### src/rtl/cos_osc_ctrl_pkg.sv
// Shared constants, state encoding and the angle-scaling helper for the
// cosine oscillator front-end.
package cos_osc_ctrl_pkg;

    // Q-format widths
    localparam int Q_FRAC_W = 16;            // fractional bits of Q2.16 / Q1.16
    localparam int ANGLE_W  = 18;            // Q2.16 angle to the ALU
    localparam int SAMPLE_W = 18;            // Q1.16 sample / ALU result
    localparam int FR_W     = Q_FRAC_W + 1;  // reduced fraction, 0..0x10000
    localparam int SMP_W    = Q_FRAC_W + 2;  // quadrant bits + fraction bits

    localparam logic [ANGLE_W-1:0]  HALF_PI_Q2_16 = 18'h19220;
    localparam logic [SAMPLE_W-1:0] ONE_Q1_16     = 18'h10000;

    typedef enum logic [2:0] {
        ST_IDLE   = 3'd0,
        ST_REDUCE = 3'd1,
        ST_REQ    = 3'd2,
        ST_WAIT   = 3'd3,
        ST_OUT    = 3'd4
    } state_e;

    // Scale a first-quadrant fraction (0..1.0 of a quarter turn) to radians.
    // The largest input 0x10000 maps exactly onto HALF_PI_Q2_16.
    function automatic logic [ANGLE_W-1:0] fr_to_angle(input logic [FR_W-1:0] fr);
        logic [FR_W+ANGLE_W-1:0] prod;
        prod = {{ANGLE_W{1'b0}}, fr} * {{FR_W{1'b0}}, HALF_PI_Q2_16};
        return ANGLE_W'(prod >> Q_FRAC_W);
    endfunction

endpackage

### src/rtl/cos_osc_ctrl_phase_quadrant_reduce.sv
// phase_quadrant_reduce: folds the top bits of a phase word into a
// first-quadrant fraction plus a sign flag for the cosine. Purely
// combinational so a sine path can share it with a different sign rule.
module phase_quadrant_reduce
    import cos_osc_ctrl_pkg::*;
(
    input  logic [SMP_W-1:0] phase_top_i,  // quadrant (2 bits) + fraction (16 bits)
    output logic [FR_W-1:0]  fr_o,         // reduced fraction, 0..0x10000
    output logic             neg_o         // cosine is negative in this quadrant
);

    logic [1:0]          quad;
    logic [Q_FRAC_W-1:0] frac;

    assign quad = phase_top_i[SMP_W-1 -: 2];
    assign frac = phase_top_i[Q_FRAC_W-1:0];

    // Odd quadrants run the fraction backwards; quadrants 1 and 2 are negative.
    always_comb begin
        if (quad[0]) begin
            fr_o = ONE_Q1_16[FR_W-1:0] - {1'b0, frac};
        end else begin
            fr_o = {1'b0, frac};
        end
        neg_o = quad[0] ^ quad[1];
    end

endmodule

### src/rtl/cos_osc_ctrl.sv
// cos_osc_ctrl: phase-accumulator oscillator that requests one cosine per
// sample tick from the cosine ALU and emits a signed Q1.16 sample.
// Optional WAIT timeout is enabled by defining COS_OSC_TIMEOUT_EN.
module cos_osc_ctrl
    import cos_osc_ctrl_pkg::*;
#(
    parameter int unsigned PHASE_W        = 24,
    parameter int unsigned TIMEOUT_CYCLES = 63
) (
    input  logic                clk,
    input  logic                reset,
    input  logic                tick,
    input  logic [PHASE_W-1:0]  freq_step,
    output logic                busy,
    output logic                overrun,
    output logic                timeout_err,
    output logic [ANGLE_W-1:0]  cos_x,
    output logic                cos_do_calc,
    input  logic [SAMPLE_W-1:0] cos_result,
    input  logic                cos_calc_done,
    output logic [SAMPLE_W-1:0] sample_out,
    output logic                sample_valid
);

    state_e state_q, state_d;

    logic [PHASE_W-1:0]  phase_q, phase_d;
    logic [SMP_W-1:0]    phase_smp_q, phase_smp_d;  // only the bits the reduction uses
    logic [ANGLE_W-1:0]  cos_x_q, cos_x_d;
    logic                neg_q, neg_d;
    logic                do_calc_q, do_calc_d;
    logic [SAMPLE_W-1:0] sample_q, sample_d;
    logic                valid_q, valid_d;
    logic                overrun_q, overrun_d;

    logic [FR_W-1:0]     red_fr;
    logic                red_neg;
    logic                tmo_hit;

    phase_quadrant_reduce u_reduce (
        .phase_top_i (phase_smp_q),
        .fr_o        (red_fr),
        .neg_o       (red_neg)
    );

`ifdef COS_OSC_TIMEOUT_EN
    localparam int CNT_W = $clog2(TIMEOUT_CYCLES + 1);

    logic [CNT_W-1:0] wait_cnt_q, wait_cnt_d;
    logic             tmo_err_q, tmo_err_d;

    // Last WAIT cycle of the budget; the counter starts at 0 on WAIT entry.
    assign tmo_hit = (state_q == ST_WAIT) && (wait_cnt_q == CNT_W'(TIMEOUT_CYCLES - 1));

    // WAIT-cycle counter and sticky timeout flag; a done strobe beats expiry.
    always_comb begin
        wait_cnt_d = (state_q == ST_WAIT) ? wait_cnt_q + 1'b1 : '0;
        tmo_err_d  = tmo_err_q | (tmo_hit & ~cos_calc_done);
    end

    // Timeout registers.
    always_ff @(posedge clk or posedge reset) begin
        if (reset) begin
            wait_cnt_q <= '0;
            tmo_err_q  <= 1'b0;
        end else begin
            wait_cnt_q <= wait_cnt_d;
            tmo_err_q  <= tmo_err_d;
        end
    end

    assign timeout_err = tmo_err_q;
`else
    assign tmo_hit     = 1'b0;
    assign timeout_err = 1'b0;
`endif

    // State register.
    always_ff @(posedge clk or posedge reset) begin
        if (reset) begin
            state_q <= ST_IDLE;
        end else begin
            // NOTE: non-blocking so every flop samples pre-edge values regardless of block order.
            state_q <= state_d;
        end
    end

    // Next-state and next-value logic for the request/response sequence.
    always_comb begin
        // NOTE: every _d gets a default first so no path can infer a latch.
        state_d     = state_q;
        phase_d     = phase_q;
        phase_smp_d = phase_smp_q;
        cos_x_d     = cos_x_q;
        neg_d       = neg_q;
        do_calc_d   = 1'b0;
        sample_d    = sample_q;
        valid_d     = 1'b0;
        overrun_d   = overrun_q | (tick & (state_q != ST_IDLE));

        case (state_q)
            ST_IDLE: begin
                if (tick) begin
                    phase_smp_d = phase_q[PHASE_W-1 -: SMP_W];
                    phase_d     = phase_q + freq_step;
                    state_d     = ST_REDUCE;
                end
            end
            ST_REDUCE: begin
                cos_x_d   = fr_to_angle(red_fr);
                neg_d     = red_neg;
                do_calc_d = 1'b1;  // registered, so the pulse lands in REQ
                state_d   = ST_REQ;
            end
            ST_REQ: begin
                state_d = ST_WAIT;
            end
            ST_WAIT: begin
                if (cos_calc_done) begin
                    sample_d = neg_q ? -cos_result : cos_result;
                    valid_d  = 1'b1;
                    state_d  = ST_OUT;
                end else if (tmo_hit) begin
                    sample_d = '0;
                    valid_d  = 1'b1;
                    state_d  = ST_OUT;
                end
            end
            ST_OUT: begin
                state_d = ST_IDLE;
            end
            default: begin
                state_d = ST_IDLE;
            end
        endcase
    end

    // Datapath and output registers; reset clears the request pulse at once.
    always_ff @(posedge clk or posedge reset) begin
        if (reset) begin
            phase_q     <= '0;
            phase_smp_q <= '0;
            cos_x_q     <= '0;
            neg_q       <= 1'b0;
            do_calc_q   <= 1'b0;
            sample_q    <= '0;
            valid_q     <= 1'b0;
            overrun_q   <= 1'b0;
        end else begin
            phase_q     <= phase_d;
            phase_smp_q <= phase_smp_d;
            cos_x_q     <= cos_x_d;
            neg_q       <= neg_d;
            do_calc_q   <= do_calc_d;
            sample_q    <= sample_d;
            valid_q     <= valid_d;
            overrun_q   <= overrun_d;
        end
    end

    assign busy         = (state_q != ST_IDLE);
    assign overrun      = overrun_q;
    assign cos_x        = cos_x_q;
    assign cos_do_calc  = do_calc_q;
    assign sample_out   = sample_q;
    assign sample_valid = valid_q;

endmodule

### config.mk
export PLATFORM = sky130hd
export DESIGN_NAME = cos_osc_ctrl
export DESIGN_NICKNAME = d
export VERILOG_FILES = /design/src/rtl/cos_osc_ctrl_pkg.sv /design/src/rtl/cos_osc_ctrl_phase_quadrant_reduce.sv /design/src/rtl/cos_osc_ctrl.sv
export SDC_FILE = /design/constraint.sdc
export NUM_CORES = 1
export LEC_CHECK = 0
export CAP_MARGIN = 15
export CORE_MARGIN = 5
export CORE_UTILIZATION = 45
export CTS_CLUSTER_DIAMETER = 30
export DETAILED_ROUTE_END_ITERATION = 8
export PLACE_DENSITY = 0.66
export SYNTH_ARGS = -nofsm -noshare
export SYNTH_HDL_FRONTEND = slang
export SYNTH_SLANG_ARGS = --single-unit
### constraint.sdc
create_clock -name clk -period 7 [get_ports clk]
set_input_delay 1.4 -clock clk [delete_from_list [all_inputs] [get_ports clk]]
set_output_delay 1.4 -clock clk [all_outputs]
set_load 0.02 [all_outputs]
==> impl_metrics.tcl, run 1 <==
set metrics [dict create \
    dp_hpwl_mm 12.4 \
    arrival_ps 6250 \
    buffer_type_at_the_clock_tree_root "sky130_fd_sc_hd__clkbuf_16" \
    synth_top_family_by_area "adder cells" \
    clock_pin_slew_reported_for_the_worst_setup_and_hold_paths_after_clock_tree_synthesis_ps 70 \
    maxCapViolCount 0 \
    critical_path.max_fanout 7 \
    initial_core_util_pct 45.9 \
    num_antenna_cells 0 \
    status "finished, final reports clean" \
    flow.area_growth_from_synthesis_pct 18.0 \
    area_of_the_die_um2 19700 \
    detail_route.drc_violations 0 \
    fmax_mhz 166 \
    h-tree-depth 3 \
    worst_ep_required_time_ps 7240 \
    post_cts.resized_instances 0 \
    worst-path-buf-inv 4 \
    post_route_cells_drive_above_1_share_pct 3.79 \
    synth.ff_latch_count 85 \
    cts-buffers-inserted 9 \
    grt_antenna_before_repair 0 \
    core-area_um2 16600 \
    number_of_endpoints_with_negative_hold_slack_in_the_final_report 0 \
    setup.worst_path.start_class "flop" \
    io_pins 87 \
    finalWeightedCongestion 0.878 \
    cts_buffer_depth 2 \
    postRouteWirelength_mm 15.4 \
    critical-path-slowest-cell "sky130_fd_sc_hd__fa_1" \
    via_per_inst 5.09 \
    globalRoute.totalOverflow 0 \
    synthesis.instances 868 \
    mostFrequentLayoutCells "sky130_fd_sc_hd__nand2_1 (146), sky130_fd_sc_hd__ha_1 (115), sky130_fd_sc_hd__inv_1 (96), sky130_fd_sc_hd__dfrtp_1 (85), sky130_fd_sc_hd__clkdlybuf4s50_1 (85)" \
    edff_count_synth 0 \
    timing_worst_slew_pin_value_ps 937 \
    clock_period_minus_final_worst_setup_slack_ps 6020 \
    route.vias.total 5946 \
    drt_first_iter_violations 290 \
    timing.critical_path.cells "nor4_1 > inv_1 > nor3_1 > nand2_1 > o31ai_1 > xor2_1 > inv_1 > ha_1 > inv_1 > fa_1 > fa_1 > inv_1 > ha_1 > ha_1 > ha_1 > nor2b_1 > o21ai_0 > nand2b_1 > a31oi_1 > o31ai_4 > a21o_1 > a21o_1 > a31o_1" \
    yosysWarningCount 0 \
    synthAdderAreaFrac_pct 26.2 \
    mostFrequentLayoutCell "sky130_fd_sc_hd__nand2_1" \
    die_w_um 140 \
    finish.instance_area_um2 9010 \
    clock_skew_ps 9.45 \
    synth_xor_area_share_pct 8.26 \
    yosys.area_share.simple_pct 14.4 \
    first_global_vias 5877 \
    io_buffers 85 \
    tritoncts_num_sinks 85 \
    holdBufCountCts 0 \
    postSynth.topFlopCell "sky130_fd_sc_hd__dfrtp_1" \
    synth-compound-area-share_pct 16.6 \
    finalCritPeriodShare_pct 85.9 \
    timing.setup.tns_ps 0 \
    fp.dieH_um 140 \
    final-setup-viol-count 0 \
    critPathTopFamily "adder cells" \
    detailed_routing_iterations_pass_1 4 \
    synth_fp_nets 1057 \
    placement.cell_area_um2 8700 \
    routed_wire_length_per_instance_um 13.2 \
    finalNetCount 1133 \
    cts_setup_buffers 0 \
    ant_nets 0 \
    worstSkewPairLatency_ps 350 \
    grt_first_pass_wirelength_mm 27.0 \
    hold_class "flop to flop" \
    std_cell_rows 47 \
    syn_area_per_cell_um2 8.80 \
    register_area_share_after_synthesis_pct 27.8 \
    largest_net_degree_at_the_start_of_global_routing 76 \
    synthDistinctLibCells 63 \
    synthMuxAreaShare_pct 0.393 \
    setup.worst_path.class "flop to flop" \
    setup_repair_after_global_routing_missed_its_margin "no" \
    track_usage_pct 16.3 \
    slew-limit-headroom_pct 37.5 \
    synth.cell_area_um2 7640 \
    cts_tree "built" \
    timing.critical_path.slowest_cell_delay_ps 510 \
    timing.critical_path.to_type "flop" \
    report.final.slew_viol_count 0 \
    synth-async-reset-ratio_pct 100 \
]
## layout make-up
class / count / area, µm²
Fill cell: 1564 / 7630
Multi-Input combinational cell: 660 / 5030
Sequential cell: 85 / 2130
Timing Repair Buffer: 91 / 896
Inverter: 97 / 365
Tap cell: 220 / 275
Clock buffer: 10 / 239
Clock inverter: 6 / 78.8
## synthesized netlist by cell type, types with 2 or more instances
cell / n / area, µm²
sky130_fd_sc_hd__clkbuf_1: 19 / 71.3
sky130_fd_sc_hd__a21oi_1: 44 / 220
sky130_fd_sc_hd__a41oi_1: 2 / 17.5
sky130_fd_sc_hd__o21bai_1: 3 / 22.5
sky130_fd_sc_hd__a31oi_1: 7 / 43.8
sky130_fd_sc_hd__o211ai_1: 5 / 37.5
sky130_fd_sc_hd__o21a_1: 8 / 60.1
sky130_fd_sc_hd__o21ai_0: 79 / 395
sky130_fd_sc_hd__or3_1: 5 / 31.3
sky130_fd_sc_hd__xnor2_1: 31 / 272
sky130_fd_sc_hd__xor2_1: 41 / 359
sky130_fd_sc_hd__inv_1: 97 / 364
sky130_fd_sc_hd__mux2i_1: 3 / 30.0
sky130_fd_sc_hd__o41ai_1: 3 / 26.3
sky130_fd_sc_hd__nand2b_1: 11 / 68.8
sky130_fd_sc_hd__buf_1: 2 / 7.51
sky130_fd_sc_hd__a31o_2: 2 / 17.5
sky130_fd_sc_hd__o211a_1: 2 / 20.0
sky130_fd_sc_hd__a211o_1: 3 / 26.3
sky130_fd_sc_hd__nor2_1: 16 / 60.1
sky130_fd_sc_hd__nor2b_1: 7 / 43.8
sky130_fd_sc_hd__nand4_1: 3 / 18.8
sky130_fd_sc_hd__o221ai_1: 2 / 17.5
sky130_fd_sc_hd__nand3_1: 14 / 70.1
sky130_fd_sc_hd__nand2_1: 146 / 548
sky130_fd_sc_hd__o31ai_1: 7 / 52.6
sky130_fd_sc_hd__and3_1: 9 / 56.3
sky130_fd_sc_hd__or3b_2: 2 / 17.5
sky130_fd_sc_hd__o21ai_1: 4 / 20.0
sky130_fd_sc_hd__ha_1: 115 / 1440
sky130_fd_sc_hd__buf_2: 2 / 10.0
sky130_fd_sc_hd__or4_1: 3 / 22.5
sky130_fd_sc_hd__dfrtp_1: 85 / 2130
sky130_fd_sc_hd__nor4_1: 3 / 18.8
sky130_fd_sc_hd__and2_1: 6 / 37.5
sky130_fd_sc_hd__buf_4: 2 / 15.0
sky130_fd_sc_hd__a21o_1: 13 / 97.6
sky130_fd_sc_hd__fa_1: 28 / 561
sky130_fd_sc_hd__a211oi_1: 2 / 15.0
sky130_fd_sc_hd__nor3_1: 9 / 45.0
## cells by family after synthesis
| family | count (synthesis) |
|---|---|
| flip-flops | 85 |
| XOR/XNOR | 72 |
| adder cells (fa/ha/maj) | 143 |
| other | 1 |
| buffers and inverters | 123 |
| multiplexers | 3 |
| AO/OA/AOI/OAI | 200 |
| AND/OR/NAND/NOR | 241 |
## routing by layer
layer  up-vias  part of all wire [%]  GRT usage, %
met5         -                     0             0
met4         0                   2.1          5.41
met3        24                   4.0          3.34
met2       101                    47          26.8
met1      2712                    46          21.5
li1       3109                     -             -
## through the flow
stage / util [%] / std cells / setup WS (ps) / hold slack [ps]
final: 54.2 / 1169 / 984 / 457
after global routing: 54.2 / 1169 / 501 / 476
after CTS: 54.2 / 1169 / 990 / 460
after detailed placement: 52.3 / 1153 / 1020 / 445
after global placement: 52.3 / 1153 / 1140 / 444
after floorplan: - / 868 / 1390 / 441
## path summary, 6_finish.rpt
kind | startpoint | endpoint | slack [ps] | cells past startpoint
max | phase_smp_q[3]$_DFFE_PP0P_ | cos_x[16]$_DFFE_PP0P_ | 980 | 23
min | overrun$_DFF_PP0_ | overrun$_DFF_PP0_ | 460 | 1
max reg2reg | phase_smp_q[3]$_DFFE_PP0P_ | cos_x[16]$_DFFE_PP0P_ | 980 | 23
min reg2reg | overrun$_DFF_PP0_ | overrun$_DFF_PP0_ | 460 | 1
max in group asynchronous | reset | cos_x[16]$_DFFE_PP0P_ | 4520 | 3
min in group asynchronous | reset | phase_q[3]$_DFFE_PP0P_ | 1280 | 2
## state kept, by name (all words and copies together), names as in the netlist
signal        cells
cos_do_calc       1
phase_q          24
overrun           1
sample_out       18
sample_valid      1
neg_q             1
phase_smp_q      18
state_q           3
cos_x            18
Power of run 1 is left out: the tool's default activity adds up to more than one toggle a clock period on the data nets, which glitch-free logic cannot reach.
==> inputs of run 2 (changes only) <==
- REMOVE_ABC_BUFFERS: default -> 1
- TNS_END_PERCENT: default -> 100
==> impl_metrics.tcl, run 2 (same netlist as run 1, synthesis figures left out) <==
set metrics [dict create \
    tritoncts_num_sinks 85 \
    timing_worst_slew_pin_value_ps 764 \
    drt_first_iter_violations 175 \
    ff2ff_path_depth 23 \
    report.final.slew_viol_count 0 \
    status "finished, final reports clean" \
    buffer_type_at_the_clock_tree_root "sky130_fd_sc_hd__clkbuf_16" \
    largest_register "phase_q" \
    h-tree-depth 3 \
    hold_class "flop to flop" \
    timing.critical_path.to_type "flop" \
    area_of_the_die_um2 19700 \
    worst_slack_ps 949 \
    post_route_cells_drive_above_1_share_pct 3.69 \
    mostFrequentLayoutCell "sky130_fd_sc_hd__nand2_1" \
    timing.setup.tns_ps 0 \
    mostFrequentLayoutCells "sky130_fd_sc_hd__nand2_1 (146), sky130_fd_sc_hd__ha_1 (115), sky130_fd_sc_hd__inv_1 (96), sky130_fd_sc_hd__dfrtp_1 (85), sky130_fd_sc_hd__clkdlybuf4s50_1 (85)" \
    number_of_endpoints_with_negative_hold_slack_in_the_final_report 0 \
    setup.worst_path.start_class "flop" \
    track_usage_pct 16.2 \
    holdBufCountCts 0 \
    core-area_um2 16600 \
    critical-path-slowest-cell "sky130_fd_sc_hd__fa_1" \
    timing.critical_path.slowest_cell_delay_ps 510 \
    cts_tree "built" \
    slew-limit-headroom_pct 49.1 \
    flow.area_growth_from_synthesis_pct 17.4 \
    grt_antenna_before_repair 0 \
    ant_nets 0 \
    cts_buffer_depth 2 \
    critical_path.max_fanout 7 \
    globalRoute.totalOverflow 0 \
    io_buffers 85 \
    finalNetCount 1133 \
    hold_crit_endpoint "phase_q[23]$_DFFE_PP0P_" \
    detail_route.drc_violations 0 \
    critical_path_source "phase_smp_q[3]$_DFFE_PP0P_" \
    dp_hpwl_mm 12.2 \
    flip_flop_count_of_the_largest_register_all_copies_and_words_added 24 \
    largest_net_degree_at_the_start_of_global_routing 60 \
    worst-path-buf-inv 4 \
    worst_ep_required_time_ps 7230 \
    holdCritStartpoint "phase_q[23]$_DFFE_PP0P_" \
    reg2reg_slack_ps 950 \
    detailed_routing_iterations_pass_1 4 \
    clock_pin_slew_reported_for_the_worst_setup_and_hold_paths_after_clock_tree_synthesis_ps 70 \
    arrival_ps 6290 \
    num_antenna_cells 0 \
    route.vias.total 5884 \
    io_pins 87 \
    clock_skew_ps 11.3 \
    initial_core_util_pct 45.9 \
    grt_first_pass_wirelength_mm 26.9 \
    setup.worst_path.class "flop to flop" \
    die_w_um 140 \
    fp.dieH_um 140 \
    worstSkewPairLatency_ps 350 \
    hold_path_depth 1 \
    first_global_vias 5742 \
    postRouteWirelength_mm 15.3 \
    std_cell_rows 47 \
    clock_period_minus_final_worst_setup_slack_ps 6050 \
    cts_setup_buffers 0 \
    critical_path.reg2reg.startpoint "phase_smp_q[3]$_DFFE_PP0P_" \
    worst_r2r_endpoint "cos_x[15]$_DFFE_PP0P_" \
    finalCritPeriodShare_pct 86.4 \
    post_cts.resized_instances 0 \
    finalWeightedCongestion 0.879 \
    routed_wire_length_per_instance_um 13.1 \
    setup_repair_after_global_routing_missed_its_margin "no" \
    via_per_inst 5.03 \
    critPathTopFamily "adder cells" \
    cts-buffers-inserted 9 \
    dp_worst_slack_ps 1010 \
    maxCapViolCount 0 \
    timing.critical_path.cells "nor4_1 > inv_1 > nor3_1 > nand2_1 > o31ai_1 > xor2_1 > inv_1 > ha_1 > inv_1 > fa_1 > fa_1 > inv_1 > ha_1 > ha_1 > ha_1 > nor2b_1 > o21ai_0 > nand2b_1 > a21o_1 > a21o_1 > a31oi_2 > o21ai_0 > a221o_1" \
    final-setup-viol-count 0 \
    fmax_mhz 165 \
]
[run 2: cell count changes in the layout (fill, tap and decap cells not counted), sizes merged]
| cell | delta |
|---|---|
| bufinv | -1 |
| clkinvlp | +2 |
| inv | -1 |
[run 2: worst register-to-register path, stage by stage, from the launching register on]
cell                       delay (ps)
sky130_fd_sc_hd__dfrtp_1          460
sky130_fd_sc_hd__nor4_1           400
sky130_fd_sc_hd__inv_1            100
sky130_fd_sc_hd__nor3_1           340
sky130_fd_sc_hd__nand2_1          130
sky130_fd_sc_hd__o31ai_1          250
sky130_fd_sc_hd__xor2_1           270
sky130_fd_sc_hd__inv_1            170
sky130_fd_sc_hd__ha_1             310
sky130_fd_sc_hd__inv_1             50
sky130_fd_sc_hd__fa_1             470
sky130_fd_sc_hd__fa_1             510
sky130_fd_sc_hd__inv_1             40
sky130_fd_sc_hd__ha_1             300
sky130_fd_sc_hd__ha_1             300
sky130_fd_sc_hd__ha_1             380
sky130_fd_sc_hd__nor2b_1          160
sky130_fd_sc_hd__o21ai_0          150
sky130_fd_sc_hd__nand2b_1          90
sky130_fd_sc_hd__a21o_1           170
sky130_fd_sc_hd__a21o_1           170
sky130_fd_sc_hd__a31oi_2          250
sky130_fd_sc_hd__o21ai_0          150
sky130_fd_sc_hd__a221o_1          310
[run 2: layer usage]
| layer | up-vias | part of all wire (%) | wire length, µm | GRT usage, % |
|---|---|---|---|---|
| li1 | 3107 | - | - | - |
| met1 | 2672 | 48 | 7420 | 21.9 |
| met2 | 88 | 47 | 7150 | 26.7 |
| met3 | 17 | 3.3 | 502 | 2.39 |
| met4 | 0 | 1.6 | 252 | 5.15 |
| met5 | - | 0 | 0 | 0 |
[run 2: layout make-up]
cell class / instances / area [µm²]
Fill cell: 1618 / 7670
Clock buffer: 10 / 229
Clock inverter: 6 / 46.3
Multi-Input combinational cell: 660 / 5030
Tap cell: 220 / 275
Sequential cell: 85 / 2130
Timing Repair Buffer: 91 / 896
Inverter: 97 / 365
[run 2: metrics by stage]
stage / cells / hold slack (ps) / util (%) / cell area (µm²)
2_1_floorplan: 842 / 441 / - / 7520
3_3_place_gp: 1153 / 438 / 52.3 / 8700
3_5_place_dp: 1153 / 467 / 52.3 / 8700
4_1_cts: 1169 / 481 / 53.9 / 8970
5_1_grt: 1169 / 493 / 53.9 / 8970
6_report: 1169 / 470 / 53.9 / 8970
[run 2: worst max-delay path by stage]
stage | to | cells after the start | slack (ps)
CTS | cos_x[15]$_DFFE_PP0P_ | 23 | 950
finish | cos_x[15]$_DFFE_PP0P_ | 23 | 950
floorplan | cos_x[15]$_DFFE_PP0P_ | 22 | 1430
global route | cos_x[15]$_DFFE_PP0P_ | 23 | 380
detailed placement | cos_x[15]$_DFFE_PP0P_ | 23 | 1010
global placement | cos_x[15]$_DFFE_PP0P_ | 23 | 1130
Power of run 2 is left out for the same reason.
